### config.mk
export PLATFORM = sky130hd
export DESIGN_NAME = decode_pipe_stage
export DESIGN_NICKNAME = d
export VERILOG_FILES = /design/src/rtl/decode_pipe_stage.sv
export SDC_FILE = /design/constraint.sdc
export NUM_CORES = 1
export LEC_CHECK = 0
export BUFFER_PORTS_ARGS = -buffer_cell sky130_fd_sc_hd__buf_2
export CORE_AREA = 2 2 127 129
export DETAILED_ROUTE_END_ITERATION = 7
export DIE_AREA = 0 0 129 131
export PLACE_DENSITY = 0.78
export REMOVE_ABC_BUFFERS = 1
export SYNTH_ARGS = -nofsm -noshare
export SYNTH_HDL_FRONTEND = slang
export SYNTH_SLANG_ARGS = --single-unit
export TNS_END_PERCENT = 50
### constraint.sdc
create_clock -name clk -period 9.7 [get_ports clk]
set_clock_uncertainty 0.1 [all_clocks]
set_input_delay 1.94 -clock clk [delete_from_list [all_inputs] [get_ports clk]]
set_output_delay 1.94 -clock clk [all_outputs]
set_load 0.05 [all_outputs]
### src/rtl/decode_pipe_stage.sv
// Registered instruction-decode stage with load-use stall, flush and stall counter.
// Optional build macro: DECODE_ILLEGAL_TRAP_EN (flag unknown opcode/funct as illegal).
module decode_pipe_stage #(
  parameter int XLEN        = 32,
  parameter int ALU_OP_W    = 4,
  parameter int RA_INDEX    = 31,
  parameter int STALL_CNT_W = 16
) (
  input  logic                   clk,
  input  logic                   rst,
  input  logic                   in_valid,
  output logic                   in_ready,
  input  logic [31:0]            in_instr,
  input  logic [XLEN-1:0]        in_pc,
  input  logic                   flush,
  input  logic                   ex_load_valid,
  input  logic [4:0]             ex_load_rd,
  output logic                   out_valid,
  input  logic                   out_ready,
  output logic [XLEN-1:0]        out_pc,
  output logic [4:0]             out_rs,
  output logic [4:0]             out_rt,
  output logic [4:0]             out_rd,
  output logic [4:0]             out_shamt,
  output logic [XLEN-1:0]        out_imm,
  output logic [XLEN-1:0]        out_br_target,
  output logic [XLEN-1:0]        out_j_target,
  output logic                   out_reg_write,
  output logic                   out_mem_read,
  output logic                   out_mem_write,
  output logic                   out_branch,
  output logic                   out_jump,
  output logic                   out_alu_src,
  output logic                   out_mem_to_reg,
  output logic                   out_link,
  output logic [ALU_OP_W-1:0]    out_alu_op,
  output logic                   out_illegal,
  output logic [STALL_CNT_W-1:0] stall_count
);
  localparam logic [ALU_OP_W-1:0] OP_ADD  = ALU_OP_W'(0);
  localparam logic [ALU_OP_W-1:0] OP_SUB  = ALU_OP_W'(1);
  localparam logic [ALU_OP_W-1:0] OP_AND  = ALU_OP_W'(2);
  localparam logic [ALU_OP_W-1:0] OP_OR   = ALU_OP_W'(3);
  localparam logic [ALU_OP_W-1:0] OP_XOR  = ALU_OP_W'(4);
  localparam logic [ALU_OP_W-1:0] OP_SLL  = ALU_OP_W'(5);
  localparam logic [ALU_OP_W-1:0] OP_SRL  = ALU_OP_W'(6);
  localparam logic [ALU_OP_W-1:0] OP_SLA  = ALU_OP_W'(7);
  localparam logic [ALU_OP_W-1:0] OP_SRA  = ALU_OP_W'(8);
  localparam logic [ALU_OP_W-1:0] OP_SLT  = ALU_OP_W'(9);
  localparam logic [ALU_OP_W-1:0] OP_MADD = ALU_OP_W'(10);
  localparam logic [ALU_OP_W-1:0] OP_MUL  = ALU_OP_W'(11);
  localparam logic [ALU_OP_W-1:0] OP_NOT  = ALU_OP_W'(12);

  typedef struct packed {
    logic                reg_write;
    logic                mem_read;
    logic                mem_write;
    logic                branch;
    logic                jump;
    logic                alu_src;
    logic                mem_to_reg;
    logic                link;
    logic [ALU_OP_W-1:0] alu_op;
    logic                illegal;
  } ctrl_t;

  typedef struct packed {
    logic [XLEN-1:0] pc;
    logic [4:0]      rs, rt, rd, shamt;
    logic [XLEN-1:0] imm, br_target, j_target;
    ctrl_t           ctrl;
  } slot_t;

  logic [5:0]      opc, funct;
  logic [4:0]      rs, rt, dec_rd;
  logic            reads_rt, hazard, capture;
  logic [XLEN-1:0] pc4, imm;
  ctrl_t           ctrl;
  slot_t           slot_d, slot_q;

  assign opc   = in_instr[31:26];
  assign funct = in_instr[5:0];
  assign rs    = in_instr[25:21];
  assign rt    = in_instr[20:16];

  always_comb begin
    ctrl     = '0;
    reads_rt = 1'b0;
    dec_rd   = in_instr[15:11];
    case (opc)
      6'h00: begin
        reads_rt       = 1'b1;
        ctrl.reg_write = 1'b1;
        case (funct)
          6'h20, 6'h21: ctrl.alu_op = OP_ADD;
          6'h22, 6'h23: ctrl.alu_op = OP_SUB;
          6'h24:        ctrl.alu_op = OP_AND;
          6'h25:        ctrl.alu_op = OP_OR;
          6'h26:        ctrl.alu_op = OP_XOR;
          6'h27:        ctrl.alu_op = OP_NOT;
          6'h00:        ctrl.alu_op = OP_SLL;
          6'h01:        ctrl.alu_op = OP_SLA;
          6'h02:        ctrl.alu_op = OP_SRL;
          6'h03:        ctrl.alu_op = OP_SRA;
          6'h2A:        ctrl.alu_op = OP_SLT;
          6'h18:        ctrl.alu_op = OP_MUL;
          6'h1C:        ctrl.alu_op = OP_MADD;
          default: begin
`ifdef DECODE_ILLEGAL_TRAP_EN
            ctrl         = '0;
            ctrl.illegal = 1'b1;
`endif
          end
        endcase
      end
      6'h23: begin // load
        ctrl.reg_write  = 1'b1;
        ctrl.mem_read   = 1'b1;
        ctrl.mem_to_reg = 1'b1;
        ctrl.alu_src    = 1'b1;
        dec_rd          = rt;
      end
      6'h2B: begin // store
        ctrl.mem_write = 1'b1;
        ctrl.alu_src   = 1'b1;
        reads_rt       = 1'b1;
        dec_rd         = rt;
      end
      6'h04, 6'h05: begin
        ctrl.branch = 1'b1;
        ctrl.alu_op = OP_SUB;
        reads_rt    = 1'b1;
      end
      6'h02: ctrl.jump = 1'b1;
      6'h03: begin
        ctrl.jump      = 1'b1;
        ctrl.reg_write = 1'b1;
        ctrl.link      = 1'b1;
        dec_rd         = 5'(RA_INDEX);
      end
      default: begin
`ifdef DECODE_ILLEGAL_TRAP_EN
        ctrl.illegal = 1'b1;
`endif
      end
    endcase
  end

  assign pc4 = in_pc + XLEN'(4);
  assign imm = {{(XLEN-16){in_instr[15]}}, in_instr[15:0]};

  always_comb begin
    slot_d           = '0;
    slot_d.pc        = in_pc;
    slot_d.rs        = rs;
    slot_d.rt        = rt;
    slot_d.rd        = dec_rd;
    slot_d.shamt     = in_instr[10:6];
    slot_d.imm       = imm;
    slot_d.br_target = pc4 + (imm << 2);
    slot_d.j_target  = {pc4[XLEN-1:28], in_instr[25:0], 2'b00};
    slot_d.ctrl      = ctrl;
  end

  // rs is always treated as read; rt only for formats that source it.
  assign hazard = in_valid && ex_load_valid && (ex_load_rd != 5'd0) &&
                  ((ex_load_rd == rs) || (reads_rt && ex_load_rd == rt));
  assign in_ready = !flush && !hazard && (!out_valid || out_ready);
  assign capture  = in_valid && in_ready;

  always_ff @(posedge clk or posedge rst) begin
    if (rst) begin
      out_valid <= 1'b0;
      slot_q    <= '0;
    end else if (flush) begin
      out_valid <= 1'b0;
    end else if (capture) begin
      out_valid <= 1'b1;
      slot_q    <= slot_d;
    end else if (out_ready) begin
      out_valid <= 1'b0;
    end
  end

  always_ff @(posedge clk or posedge rst) begin
    if (rst)
      stall_count <= '0;
    else if (hazard && !flush && stall_count != {STALL_CNT_W{1'b1}})
      stall_count <= stall_count + 1'b1;
  end

  assign out_pc         = slot_q.pc;
  assign out_rs         = slot_q.rs;
  assign out_rt         = slot_q.rt;
  assign out_rd         = slot_q.rd;
  assign out_shamt      = slot_q.shamt;
  assign out_imm        = slot_q.imm;
  assign out_br_target  = slot_q.br_target;
  assign out_j_target   = slot_q.j_target;
  assign out_reg_write  = slot_q.ctrl.reg_write;
  assign out_mem_read   = slot_q.ctrl.mem_read;
  assign out_mem_write  = slot_q.ctrl.mem_write;
  assign out_branch     = slot_q.ctrl.branch;
  assign out_jump       = slot_q.ctrl.jump;
  assign out_alu_src    = slot_q.ctrl.alu_src;
  assign out_mem_to_reg = slot_q.ctrl.mem_to_reg;
  assign out_link       = slot_q.ctrl.link;
  assign out_alu_op     = slot_q.ctrl.alu_op;
  assign out_illegal    = slot_q.ctrl.illegal;
endmodule
==> impl_metrics.ini <==
[status]
status = finished, final reports clean

[yosys]
syn-cell-area_sq_um = 7670
synthCells = 787
synth_area_leaders = dfrtp_1 (41%), mux2_2 (9.4%), ha_1 (5.7%)
synth_area_per_cell_sq_um = 9.74
synth_ff_type = dfrtp_1
async_flop_share_pct = 100
yosys.area.top_type = dfrtp_1
ys_warn_count = 0
yosysTopAreaCellShare_pct = 40.8
ys_ff_latch = 125
ys_types = 53
synth_edf_count = 0
seq_area_frac_synth_pct = 40.8

[timing]
rsz0062_at_grt = false
worst_slack_ns = 4.15
setup-tns-final_ns = 0
slew_viol_final = 0
fin_crit_sh_pct = 57.2
tightest_slew_ns = 1.10
min_period_ns = 5.55
slew-limit-headroom_pct = 25.9
fmax_ghz = 0.180
hold_viol = 0
setup_violations = 0

[floorplanning]
pin_count = 254
core_area_sq_um = 15600
die_h_um = 131
rows = 46
die_x_um = 129
start_util_pct = 49.2
die-area_sq_um = 16900

[clocking]
cts_buffer_depth = 2
path_clk_slew_ns = 0.06
postCtsHoldBufs = 0
cts_tree = done
cts-root-buf = clkbuf_16
cts_resized = 0
clock_latency_ns = 0.42
cts_sinks = 125
cts_buffers = 17
cts_setup_buffers = 0
cts_max_level = 4

[cells_and_area]
nFillCells = 1381
nets = 1091
drive_above_1_share_pct = 35.6
multiInputGateArea_sq_um = 3980
largest_reg_flops = 32
layout.area.seq_sq_um = 3130
syn2layout_area_growth_pct = 21.3

[placement]
io_buffers = 250
place_congestion = 0.925
pre_cts_ws_ns = 3.84
dp_hpwl_um = 15200

[setup_path]
worstSetupStartpointType = input port
crit_chain = buf_2 > nand4_1 > nor3_1 > nand4_1 > or3_1 > nor2_1 > xor2_1 > ha_1 > and3_1 > a211o_1 > a21o_1 > a211oi_1 > xor2_1 > o21ai_0
path_class = input port to flop
crit_path_top_delay_cell = nor3_1
required_ns = 9.86
endpoint_kind = flop
cp_max_fo = 6
worstPathArrival_ns = 5.71
max_stage_delay_ns = 0.68

[drt]
first_iter_violations = 431
ant_nets = 0
wl_um = 20000
drcViolationCount = 0
via_per_inst = 5.31
vias = 6441
dr.pass1.iters = 5
wl_per_cell_um = 16.5

[power_and_ir_drop]
power.density_nw_per_um2 = 232
ir_drop_mv = 0.151
power.leakage_nw = 4.58

[run]
cap_violations = 0

[global_route]
overflow = 0
grt_pass1_wl_um = 31700
grt_use_total_pct = 24.0
antenna_found_initial = 3
grt_pass1_vias = 6092
grt_max_degree = 91

[min_path]
hold_path_class = flop to flop
-- area by class of cell --
cell class	instances	share of cell area [%]
diodes	3	0.0807
clock buffers	18	4.72
well taps	216	2.91
clock inverters	14	1.72
repair buffers	252	13.6
flip-flops and latches	125	33.6
multi-input cells	571	42.8
inverters	13	0.551
-- synthesized netlist by cell type, types with 3 or more instances --
| cell | instances |
|---|---|
| nand2_1 | 90 |
| nand4_1 | 16 |
| a21oi_1 | 44 |
| inv_1 | 13 |
| o21bai_1 | 3 |
| nor2_1 | 32 |
| buf_2 | 7 |
| nor3_1 | 12 |
| dfrtp_1 | 125 |
| a211oi_1 | 4 |
| xor2_1 | 34 |
| a21o_1 | 15 |
| nand3_1 | 24 |
| or3_1 | 5 |
| mux2_2 | 64 |
| ha_1 | 35 |
| o31ai_1 | 3 |
| nor2b_1 | 4 |
| a31oi_1 | 7 |
| mux2i_1 | 5 |
| and4_1 | 5 |
| o21ai_0 | 63 |
| and3_1 | 14 |
| and2_1 | 6 |
| clkbuf_1 | 18 |
| buf_4 | 53 |
| xnor2_1 | 48 |
| a221o_1 | 3 |
| nor4_1 | 5 |
-- layer usage --
layer	global-route usage [%]	vias to the layer above	part of all wire, %
li1	-	3127	-
met1	32.4	3051	45
met2	38.9	233	48
met3	4.36	30	4.9
met4	9.14	0	2.1
met5	0	-	0
-- path summary, 6_finish.rpt --
kind | start | to | slack, ns | depth (start not counted)
worst max-delay path | in_pc[5] | out_br_target[31] | 4.15 | 14
worst min-delay path | out_rd[1] | out_rd[1] | 0.37 | 1
worst max register to register | out_valid | out_shamt[0] | 6.98 | 4
worst min register to register | out_rd[1] | out_rd[1] | 0.37 | 1
max in group asynchronous | rst | stall_count[1] | 6.60 | 3
min in group asynchronous | rst | out_pc[24] | 1.60 | 2
-- layout by cell type (no fill, tap or decap), drive strengths merged, types with 4 or more instances in the layout --
| cell type | n |
|---|---|
| a31oi | 7 |
| a21o | 15 |
| mux2i | 5 |
| dfrtp | 125 |
| nand3 | 24 |
| clkbuf | 18 |
| buf | 252 |
| nand4 | 16 |
| and3 | 14 |
| o21ai | 63 |
| nor2b | 4 |
| mux2 | 65 |
| nor2 | 32 |
| xor2 | 34 |
| and2 | 6 |
| inv | 17 |
| a21oi | 44 |
| or3 | 5 |
| a211oi | 4 |
| xnor2 | 48 |
| and4 | 5 |
| nor4 | 5 |
| ha | 35 |
| clkinv | 5 |
| nand2 | 90 |
| nor3 | 12 |
-- report_power, final --
group | internal [W] | switching [W] | leakage [nW]
clock network | 0.000390 | 0.000254 | 0.285
registers | 0.000607 | 0.0000522 | 1.55
logic | 0.000207 | 0.000650 | 2.74
total | 0.00120 | 0.000956 | 4.58
-- worst max-delay path: cells and delay by family --
kind | cells | cell delay, ns
xor gates and xnor gates | 2 | 0.44
and+or+nand+nor | 6 | 2.05
AOI/OAI and AO/OA | 4 | 0.81
adders and majority gates | 1 | 0.33
buffers and inverters | 1 | 0.13
-- stage by stage --
stage          instance area [sq um]  power (W)  cells  hold WS (ns)  utilization (%)
3_3_place_gp                    8700    0.00151   1177         0.357             55.8
3_5_place_dp                    8700    0.00153   1177         0.361             55.8
4_1_cts                         9300    0.00217   1209         0.374             59.6
6_report                        9300    0.00216   1212         0.371             59.6
5_1_grt                         9300    0.00225   1212         0.398             59.6
2_1_floorplan                   7150    0.00131    709         0.665                -
-- cell families (layout without fill, tap and decap cells) --
family / count (synthesis) / count (layout) / synth area share, %
other: 1 / 6 / 0.0489
AND/OR/NAND/NOR: 222 / 222 / 13.9
AO/OA/AOI/OAI: 158 / 158 / 12.2
buffers and inverters: 93 / 297 / 7.46
XOR/XNOR: 82 / 82 / 9.37
flip-flops: 125 / 125 / 40.8
multiplexers: 70 / 70 / 10.2
adder cells (fa/ha/maj): 36 / 36 / 5.97
(Power assumes the default switching activity.)
